### src/rtl/uart_tx_arbiter_if.sv
// Bus-side signal bundle for uart_tx_arbiter: CPU write strobes and data in,
// status, serial lines and interrupt out.
interface uart_tx_arbiter_if;
   logic       wr0;
   logic       wr1;
   logic [7:0] din;
   logic       ie_wr;
   logic [1:0] ie_din;
   logic [3:0] status;
   logic       txd0;
   logic       txd1;
   logic       irq_n;

   modport master (
      output wr0, wr1, din, ie_wr, ie_din,
      input  status, txd0, txd1, irq_n
   );

   modport slave (
      input  wr0, wr1, din, ie_wr, ie_din,
      output status, txd0, txd1, irq_n
   );
endinterface

### src/rtl/uart_tx_arbiter.sv
// Two-channel UART transmitter sharing one 8N1 shifter, granted per frame round-robin.
// Optional interrupt logic is compiled in when UART_ARB_IRQ_EN is defined.
module uart_tx_arbiter #(
   parameter int BAUD_DIV = 208,
   parameter int DIV_W    = 8
) (
   input  logic              i_clk,
   input  logic              i_rst,
   uart_tx_arbiter_if.slave  io_bus
);

   typedef enum logic [1:0] {S_IDLE, S_START, S_DATA, S_STOP} state_t;

   localparam logic [DIV_W-1:0] LP_BAUD_LAST = DIV_W'(BAUD_DIV - 1);

   state_t           r_state;
   state_t           w_nextState;
   logic [DIV_W-1:0] r_baud;
   logic [2:0]       r_bitIdx;
   logic [7:0]       r_shift;
   logic [7:0]       r_hold0;
   logic [7:0]       r_hold1;
   logic             r_full0;
   logic             r_full1;
   logic             r_busy;
   logic             r_act;
   logic             r_last;
   logic             r_txd0;
   logic             r_txd1;

   logic             w_baudEnd;
   logic             w_load;
   logic             w_grant;
   logic             w_nextLine;
   logic             w_nextAct;
   logic             w_clr0;
   logic             w_clr1;
   logic             w_acc0;
   logic             w_acc1;

   assign w_baudEnd = (r_baud == LP_BAUD_LAST);

   always_comb begin
      w_nextState = r_state;
      w_load      = 1'b0;
      w_grant     = 1'b0;
      w_nextLine  = 1'b1;
      case (r_state)
         S_IDLE: begin
            if (r_full0 | r_full1) begin
               w_load      = 1'b1;
               w_grant     = (r_full0 & r_full1) ? ~r_last : r_full1;
               w_nextState = S_START;
               w_nextLine  = 1'b0;
            end
         end
         S_START: begin
            w_nextLine = 1'b0;
            if (w_baudEnd) begin
               w_nextState = S_DATA;
               w_nextLine  = r_shift[0];
            end
         end
         S_DATA: begin
            w_nextLine = r_shift[r_bitIdx];
            if (w_baudEnd) begin
               if (r_bitIdx == 3'd7) begin
                  w_nextState = S_STOP;
                  w_nextLine  = 1'b1;
               end else begin
                  w_nextLine = r_shift[r_bitIdx + 3'd1];
               end
            end
         end
         S_STOP: begin
            if (w_baudEnd) w_nextState = S_IDLE;
         end
         default: w_nextState = S_IDLE;
      endcase
   end

   assign w_nextAct = w_load ? w_grant : r_act;
   assign w_clr0    = w_load & ~w_grant;
   assign w_clr1    = w_load & w_grant;
   // A write is accepted into an empty holding register, or into one being drained this cycle.
   assign w_acc0    = io_bus.wr0 & (~r_full0 | w_clr0);
   assign w_acc1    = io_bus.wr1 & (~r_full1 | w_clr1);

   always_ff @(posedge i_clk or posedge i_rst) begin
      if (i_rst) r_state <= S_IDLE;
      else       r_state <= w_nextState;
   end

   always_ff @(posedge i_clk or posedge i_rst) begin
      if (i_rst) begin
         r_baud   <= '0;
         r_bitIdx <= '0;
         r_shift  <= '0;
         r_busy   <= 1'b0;
         r_act    <= 1'b0;
         r_last   <= 1'b1;
         r_txd0   <= 1'b1;
         r_txd1   <= 1'b1;
      end else begin
         if (w_load) begin
            r_shift <= w_grant ? r_hold1 : r_hold0;
            r_act   <= w_grant;
            r_last  <= w_grant;
            r_busy  <= 1'b1;
            r_baud  <= '0;
         end else if (r_state != S_IDLE) begin
            r_baud <= w_baudEnd ? '0 : r_baud + DIV_W'(1);
         end
         if (r_state == S_START && w_baudEnd)     r_bitIdx <= '0;
         else if (r_state == S_DATA && w_baudEnd) r_bitIdx <= r_bitIdx + 3'd1;
         if (r_state == S_STOP && w_baudEnd) r_busy <= 1'b0;
         // Only the channel owning the frame sees the line; the other idles high.
         r_txd0 <= w_nextAct ? 1'b1 : w_nextLine;
         r_txd1 <= w_nextAct ? w_nextLine : 1'b1;
      end
   end

   always_ff @(posedge i_clk or posedge i_rst) begin
      if (i_rst) begin
         r_hold0 <= '0;
         r_hold1 <= '0;
         r_full0 <= 1'b0;
         r_full1 <= 1'b0;
      end else begin
         if (w_acc0) begin
            r_hold0 <= io_bus.din;
            r_full0 <= 1'b1;
         end else if (w_clr0) begin
            r_full0 <= 1'b0;
         end
         if (w_acc1) begin
            r_hold1 <= io_bus.din;
            r_full1 <= 1'b1;
         end else if (w_clr1) begin
            r_full1 <= 1'b0;
         end
      end
   end

   assign io_bus.status = {r_act, r_busy, r_full1, r_full0};
   assign io_bus.txd0   = r_txd0;
   assign io_bus.txd1   = r_txd1;

`ifdef UART_ARB_IRQ_EN
   logic [1:0] r_ie;
   logic       r_irqN;

   // Interrupt requests a refill whenever an enabled holding register is empty.
   always_ff @(posedge i_clk or posedge i_rst) begin
      if (i_rst) begin
         r_ie   <= 2'b00;
         r_irqN <= 1'b1;
      end else begin
         if (io_bus.ie_wr) r_ie <= io_bus.ie_din;
         r_irqN <= ~((r_ie[0] & ~r_full0) | (r_ie[1] & ~r_full1));
      end
   end

   assign io_bus.irq_n = r_irqN;
`else
   logic w_unusedIe;
   assign w_unusedIe   = ^{io_bus.ie_wr, io_bus.ie_din};
   assign io_bus.irq_n = 1'b1;
`endif

endmodule

### src/flat_wrapper.sv
// flat-port wrapper written by rule: the top's interface ports become plain ports
module uart_tx_arbiter_flat 
#(
   parameter int BAUD_DIV = 208,
   parameter int DIV_W    = 8
)
  (i_clk, i_rst, io_bus_wr0, io_bus_wr1, io_bus_din, io_bus_ie_wr, io_bus_ie_din, io_bus_status, io_bus_txd0, io_bus_txd1, io_bus_irq_n);
  uart_tx_arbiter_if io_bus_i ();
  input  logic i_clk;
  input  logic i_rst;
  input wire logic [$bits(io_bus_i.wr0)-1:0] io_bus_wr0;
  input wire logic [$bits(io_bus_i.wr1)-1:0] io_bus_wr1;
  input wire logic [$bits(io_bus_i.din)-1:0] io_bus_din;
  input wire logic [$bits(io_bus_i.ie_wr)-1:0] io_bus_ie_wr;
  input wire logic [$bits(io_bus_i.ie_din)-1:0] io_bus_ie_din;
  output wire logic [$bits(io_bus_i.status)-1:0] io_bus_status;
  output wire logic [$bits(io_bus_i.txd0)-1:0] io_bus_txd0;
  output wire logic [$bits(io_bus_i.txd1)-1:0] io_bus_txd1;
  output wire logic [$bits(io_bus_i.irq_n)-1:0] io_bus_irq_n;
  assign io_bus_i.wr0 = io_bus_wr0;
  assign io_bus_i.wr1 = io_bus_wr1;
  assign io_bus_i.din = io_bus_din;
  assign io_bus_i.ie_wr = io_bus_ie_wr;
  assign io_bus_i.ie_din = io_bus_ie_din;
  assign io_bus_status = io_bus_i.status;
  assign io_bus_txd0 = io_bus_i.txd0;
  assign io_bus_txd1 = io_bus_i.txd1;
  assign io_bus_irq_n = io_bus_i.irq_n;
  uart_tx_arbiter #(.BAUD_DIV(BAUD_DIV), .DIV_W(DIV_W)) u_core (.i_clk(i_clk), .i_rst(i_rst), .io_bus(io_bus_i));
endmodule
### config.mk
export PLATFORM = sky130hd
export DESIGN_NAME = uart_tx_arbiter_flat
export DESIGN_NICKNAME = d
export VERILOG_FILES = /design/src/rtl/uart_tx_arbiter_if.sv /design/src/rtl/uart_tx_arbiter.sv /design/src/flat_wrapper.sv
export SDC_FILE = /design/constraint.sdc
export NUM_CORES = 1
export LEC_CHECK = 0
export CAP_MARGIN = 5
export CORE_AREA = 3 3 61 106
export CTS_BUF_LIST = sky130_fd_sc_hd__clkbuf_8
export DETAILED_ROUTE_END_ITERATION = 10
export DIE_AREA = 0 0 64 109
export PLACE_DENSITY_LB_ADDON = 0.3
export SLEW_MARGIN = 0
export SYNTH_ARGS = -nofsm -noshare
export SYNTH_HDL_FRONTEND = slang
export SYNTH_SLANG_ARGS = --single-unit
### constraint.sdc
create_clock -name i_clk -period 1.9 [get_ports i_clk]
set_input_delay 0.285 -clock i_clk [delete_from_list [all_inputs] [get_ports i_clk]]
set_output_delay 0.285 -clock i_clk [all_outputs]
set_load 0.02 [all_outputs]
== Word-level counts from Yosys, hierarchy flattened ==
Index checks and enable logic that the tools add are counted.
Word-level totals
  flip-flop bits (word level): 44
  word-level logic and storage cells: 85
Cells by class
  add/subtract/negate cells: 2
  order comparisons: 2
  equal/unequal tests: 10
  mux-type cells: 35
  bitwise operators: 12
  reduce and logical (&&, ||, !) cells: 11
Operators by type and width (count)
  two-way mux 8 bit: 4
  two-way mux 1 bit: 20
  nonzero test 2 bit: 6
  two-way mux 2 bit: 5
  inequality test 2 x 1 -> 1 bit (second input constant): 5
  adder 8 x 1 -> 8 bit (second input constant): 1
  equality test 8 bit (second input constant): 1
  < comparator 3 x 4 -> 1 bit (second input constant): 2
  one-hot mux 2 bit (4 select lines): 1
  binary-select mux 1 bit (select 3 bit): 2
  two-way mux 3 bit: 2
  bitwise AND 1 bit: 5
  AND reduction 5 bit: 1
  equality test 2 bit (second input constant): 2
  NOT 1 bit: 4
  adder 3 x 1 -> 3 bit (second input constant): 1
  equality test 3 bit (second input constant): 1
  logical AND 1 bit: 3
  OR 1 bit: 3
  one-hot mux 1 bit (3 select lines): 1
  equality test 2 x 1 -> 1 bit (second input constant): 1
  logical NOT 2 bit: 1

== Logic depth before layout (Yosys ltp) ==
  word-level depth: 9
  gate-level depth with buffers: 7
  depth with buffers taken out: 6

== Worst setup path before layout ==
No wires, ideal clock.
  kind: flip-flop to flip-flop
  from: register u_core.r_bitIdx[1]
  to: register u_core.r_txd0, in the netlist u_core.io_bus.txd0
  data arrival time: 1825 ps
  data required time: 1833 ps
  slack: 8 ps
  stages on the path, launching flop included: 8
  path buffers: 1
  cells stage by stage: dfrtp_1 > ha_1 > ha_1 > buf_4 > mux2i_1 > mux4_2 > a21o_1 > nand4b_1
Between the ends
  cells in the longest elaborated chain, start to end: 7
  elaborated cells on any way between the ends: 10
  classes of those cells: add/sub: 1; eq/ne: 1; mux: 8
RTL lines
  start: declaration: line uart_tx_arbiter.sv:19  | logic [2:0] r_bitIdx;
  start signal: assignment: line uart_tx_arbiter.sv:115  | else if (r_state == S_DATA && w_baudEnd) r_bitIdx <= r_bitIdx + 3'd1;
  adder 3 x 1 -> 3 bit: line uart_tx_arbiter.sv:71  | w_nextLine = r_shift[r_bitIdx + 3'd1];
  binary-select mux 1 bit (select 3 bit): line uart_tx_arbiter.sv:71
  two-way mux 1 bit (not written as such): line uart_tx_arbiter.sv:71
  two-way mux 1 bit: line uart_tx_arbiter.sv:67  | if (r_bitIdx == 3'd7) begin
  two-way mux 1 bit *: line uart_tx_arbiter.sv:66  | if (w_baudEnd) begin
  one-hot mux 1 bit (3 select lines) *: line uart_tx_arbiter.sv:48  | case (r_state)
  two-way mux 1 bit *: line uart_tx_arbiter.sv:118  | r_txd0 <= w_nextAct ? 1'b1 : w_nextLine;
  end signal: assignment: line uart_tx_arbiter.sv:118
  end: declaration: line uart_tx_arbiter.sv:28  | logic r_txd0;
Mark *: on every way between the ends. The rest lies on a longest branch, timed or not. The select of a mux whose other input is x is not followed.
A chain may end at the register's enable or synchronous reset.

== Worst setup path in the final report ==
  from: register u_core.r_bitIdx[0]
  to: register u_core.r_txd1, in the netlist u_core.io_bus.txd1
Between the ends
  cells in the longest elaborated chain, start to end: 7
  elaborated cells on any way between the ends: 10
  classes of those cells: add/sub: 1; eq/ne: 1; mux: 8
RTL lines
  adder 3 x 1 -> 3 bit: line uart_tx_arbiter.sv:71
  binary-select mux 1 bit (select 3 bit): line uart_tx_arbiter.sv:71
  two-way mux 1 bit (not written as such): line uart_tx_arbiter.sv:71
  two-way mux 1 bit: line uart_tx_arbiter.sv:67
  two-way mux 1 bit *: line uart_tx_arbiter.sv:66
  one-hot mux 1 bit (3 select lines) *: line uart_tx_arbiter.sv:48
  two-way mux 1 bit *: line uart_tx_arbiter.sv:119  | r_txd1 <= w_nextAct ? w_nextLine : 1'b1;
  end signal: assignment: line uart_tx_arbiter.sv:119
  end: declaration: line uart_tx_arbiter.sv:29  | logic r_txd1;
Marks and branches as above.

==> results list <==
- For this run, the leading register cell type out of synthesis is sky130_fd_sc_hd__dfrtp_1.
- TritonCTS built the clock tree.
* WL final: 4.283 mm
- Clock-pin slew was measured on the worst setup and hold paths at 0.08 ns.
- In the global route stage, overall resource usage came out at 13.69%.
- The multi-input combinational cells in the finished layout cover a total of 1022 um2.
- The signal on the critical path passes through ha_2 -> ha_4 -> mux2i_1 -> mux4_2 -> a21o_1 -> nand4_1.
- After technology mapping, the gate count stands at 204.
- The largest single stage delay on the critical path is 0.48 ns.
* Worst R2R End: u_core.io_bus.txd1
- Leak Pwr: 0.001169 uW
- The first detailed-routing pass ran for 4 iterations.
* Upper clock frequency limit: 553.8 MHz
- The clock net in this run drives a total of 44 sinks.
- After the first detailed-routing iteration, the DRC count stood at 29.
- In this run, synthesis inferred 0 flip-flops with an integrated enable.
* Antenna violations before repair: 0
- From left edge to right edge, the die measures 64 um.
- Once the clock tree was built, the setup fixing pass inserted 0 buffers.
* Starting utilization of the core area: 40.13%
- Sum of negative setup slack: 0 ns
* Post-synthesis net count: 228
- Dividing the detail-routed via count by the number of cells gives 5.121.
* FF+latch area: 1105 um2
- Synthesized cell area: 2260 um2
- The clock passes through at most 2 buffers.
* Worst-Skew Late Latency: 0.29 ns
- Worst Hold Class: input pin to async pin
- Setup repair after global routing left no endpoint under its margin.
* Count of yosys warnings during synthesis: 0
* Startpoint class of the critical path: flop
- Per-instance average area after synthesis: 11.08 um2
- Via count of the first global-routing pass: 1,639
- Overflow after GRT: 0
- Crit Path Category: flop to flop
- Boundary pin count: 22
- Setup Skew: 0.004457 ns
- The worst-case IR drop observed on VDD is 0.4844 mV.
* Areal power density over the cells: 634.4 nW/um2
* Total of endpoints with negative setup slack in the final report: 0
- The region available for standard cell placement spans 5630 um2.
* Largest fanout of any net on the critical path: 5
- DR vias: 1,572
* Max-Cap Viols: 0
* Register-to-Register Setup Slack: 0.09 ns
- The flow ran to the end, and the final reports show no timing, DRC or antenna violations.
- In the synthesized netlist the async set-or-reset flop fraction comes to 100.0%.
- The number of buffers and inverters on the critical path is 0.
- Time the final worst path needs with I/O delays and setup: 1.806 ns
- The tightest hold path in the finished design has a slack of 0.3340 ns.
- In the post-route analysis, the smallest setup slack over all paths is 0.09415 ns.
- In the final layout, the share of cells above drive strength 1 is 24.68%.
- Max H-tree Level: 2
- Slowest cell on crit path: sky130_fd_sc_hd__mux4_2
- Wire length per cell: 13.95 um
- Number of core rows: 36
* Arr. time, crit path: 2.04 ns
- Clock Tree Root: sky130_fd_sc_hd__clkbuf_8
- The cell family contributing the most delay on the critical path is multiplexers.
* Maximum number of pins on one net before global-route repair: 45
- The final max-slew violation count came to 0.
- Final Hold Vio Count: 0
- After synthesis, flip-flops and latches occupy 48.89% of the total area.
- Compared with the post-synthesis result, the final layout area differs by 17.72%.
- The worst setup path is captured at a flop.
- The first global-routing pass estimated 7.465 mm of wire.
- DRC violations left: 0
- The count of buffers added on input and output ports is 17.
- Measured in cells, the most critical reg-to-reg path has a length of 6.
* Floorplan die area: 6976 um2
- Overall Power: 1687 uW
- The worst register-to-register path begins at u_core.r_bitIdx[0].
- Synthesis inferred 44 register bits.
* Startpoint of the worst setup timing path: u_core.r_bitIdx[0]
- Gpl congestion: 0.8291
* Worst EP required: 2.13 ns
- Final HPWL DP: 3.230 mm
* Distinct cell type count of the synthesized netlist: 42
- The final critical path takes up 95.04% of the cycle.
- Filler cell count: 535
* Number of clock buffers inserted by TritonCTS: 5
- Final instance count without filler cells: 307
* Antenna Violating Nets Remaining: 0
- The number of antenna diodes in the final layout is 0.
- At the end of the flow, the number of nets in the layout was 254.
- Cell total after placement: 299
* Pre-CTS setup slack: -0.03367 ns
- Die height: 109 um
[cell type report]
cell class / instances / area share (%)
sequential: 44 / 41.53
multi-input combinational: 133 / 38.43
timing repair buffer: 30 / 11.01
tap: 76 / 3.575
clock buffer: 5 / 2.587
inverter: 16 / 2.258
clock inverter: 3 / 0.6115
[stage by stage]
| step | instance area, um2 | util, % |
|---|---|---|
| 4_1_cts | 2658 | 47.20 |
| 3_3_place_gp | 2560 | 45.47 |
| 2_1_floorplan | 2260 | - |
| 6_report | 2660 | 47.24 |
| 5_1_grt | 2660 | 47.24 |
| 3_5_place_dp | 2560 | 45.47 |
[cells in the final DEF, fill, tap and decap left out, types with 2 or more instances in the layout]
cell	instances
sky130_fd_sc_hd__or2_2	4
sky130_fd_sc_hd__buf_12	2
sky130_fd_sc_hd__o22ai_1	3
sky130_fd_sc_hd__dfrtp_1	41
sky130_fd_sc_hd__nor2_1	8
sky130_fd_sc_hd__nand3_1	7
sky130_fd_sc_hd__clkbuf_8	5
sky130_fd_sc_hd__mux2_2	19
sky130_fd_sc_hd__clkdlybuf4s50_1	17
sky130_fd_sc_hd__buf_4	11
sky130_fd_sc_hd__a2bb2oi_1	2
sky130_fd_sc_hd__ha_1	7
sky130_fd_sc_hd__o21ai_0	12
sky130_fd_sc_hd__inv_1	16
sky130_fd_sc_hd__mux2i_1	8
sky130_fd_sc_hd__nand2_1	16
sky130_fd_sc_hd__dfstp_2	3
sky130_fd_sc_hd__mux4_2	2
sky130_fd_sc_hd__a21oi_1	13
sky130_fd_sc_hd__o21ai_2	3
sky130_fd_sc_hd__a222oi_1	2
sky130_fd_sc_hd__or3_1	3
sky130_fd_sc_hd__a21o_1	2
sky130_fd_sc_hd__a31oi_1	2
[power breakdown]
group	switching [uW]	leakage (uW)	total, uW	internal, uW
Clock	317	0.0000453	569	252
Combinational	47.5	0.000576	112	64.2
Sequential	23.9	0.000548	1010	983
Total	389	0.00117	1690	1300
[synth_stat cells (all sizes together), types with 2 or more instances]
cell type / count / area share [%]
nor2: 8 / 1.3
dfstp: 3 / 3.5
or2: 4 / 1.1
o22ai: 3 / 0.83
mux2i: 8 / 3.5
buf: 10 / 3.7
a31oi: 2 / 0.55
a222oi: 2 / 0.89
o21ai: 16 / 4.5
ha: 9 / 5.0
dfrtp: 41 / 45
nand2: 16 / 2.7
a21o: 2 / 0.66
a2bb2oi: 2 / 0.78
or3: 3 / 0.83
nand3: 7 / 1.6
a21oi: 14 / 3.3
mux4: 2 / 2.0
inv: 16 / 2.7
mux2: 19 / 9.5
[worst max-delay path by stage]
stage / to / slack, ns / cells after the start
2_1_floorplan: u_core.io_bus.txd0 / 0.008 / 7
3_3_place_gp: u_core.io_bus.txd0 / 0.01 / 6
3_5_place_dp: u_core.io_bus.txd1 / -0.03 / 6
4_1_cts: u_core.io_bus.txd1 / 0.05 / 6
5_1_grt: u_core.io_bus.txd1 / 0.03 / 6
6_report: u_core.io_bus.txd1 / 0.09 / 6
[metal layers]
layer,global-route usage [%],vias to the layer above,part of all wire (%)
li1,-,773,-
met1,14.00,760,39
met5,0,-,0
met2,25.68,29,55
met4,6.955,0,2.9
met3,2.784,10,3.0
[worst register-to-register path, delay by kind of cell (launching register included)]
kind / cells / cell delay, ns
AO/OA/AOI/OAI: 1 / 0.20
adder cells (fa/ha/maj): 2 / 0.48
flip-flops: 1 / 0.39
multiplexers: 2 / 0.60
AND/OR/NAND/NOR: 1 / 0.09
[sequential cells by signal (all words and copies together) (netlist names)]
signal,cells
u_core.r_full0,1
u_core.io_bus.txd0,1
u_core.r_baud,8
u_core.r_bitIdx,3
u_core.r_busy,1
u_core.r_state,2
u_core.r_act,1
u_core.io_bus.txd1,1
u_core.r_hold0,8
u_core.r_full1,1
u_core.r_shift,8
u_core.r_hold1,8
u_core.r_last,1
[logic make-up (layout without fill, tap and decap cells)]
family          after synthesis  after routing  share of synthesized area (%)
simple gates                 47             47                          10.69
flops                        44             44                          48.89
mux                          29             29                          15.01
other cells                   1              1                         0.1660
buf+inv                      27             54                          6.533
compound gates               47             47                          13.73
fa+ha+maj                     9              9                          4.983
[what timing repair did]
action,CTS,global route
pin swaps,0,1
cloned,0,0
resized for setup,2,1
hold buffers,0,0
hold endpoints to repair,0,0
endpoints found under the setup margin,2,1
Power figures use the tool's default switching activity.
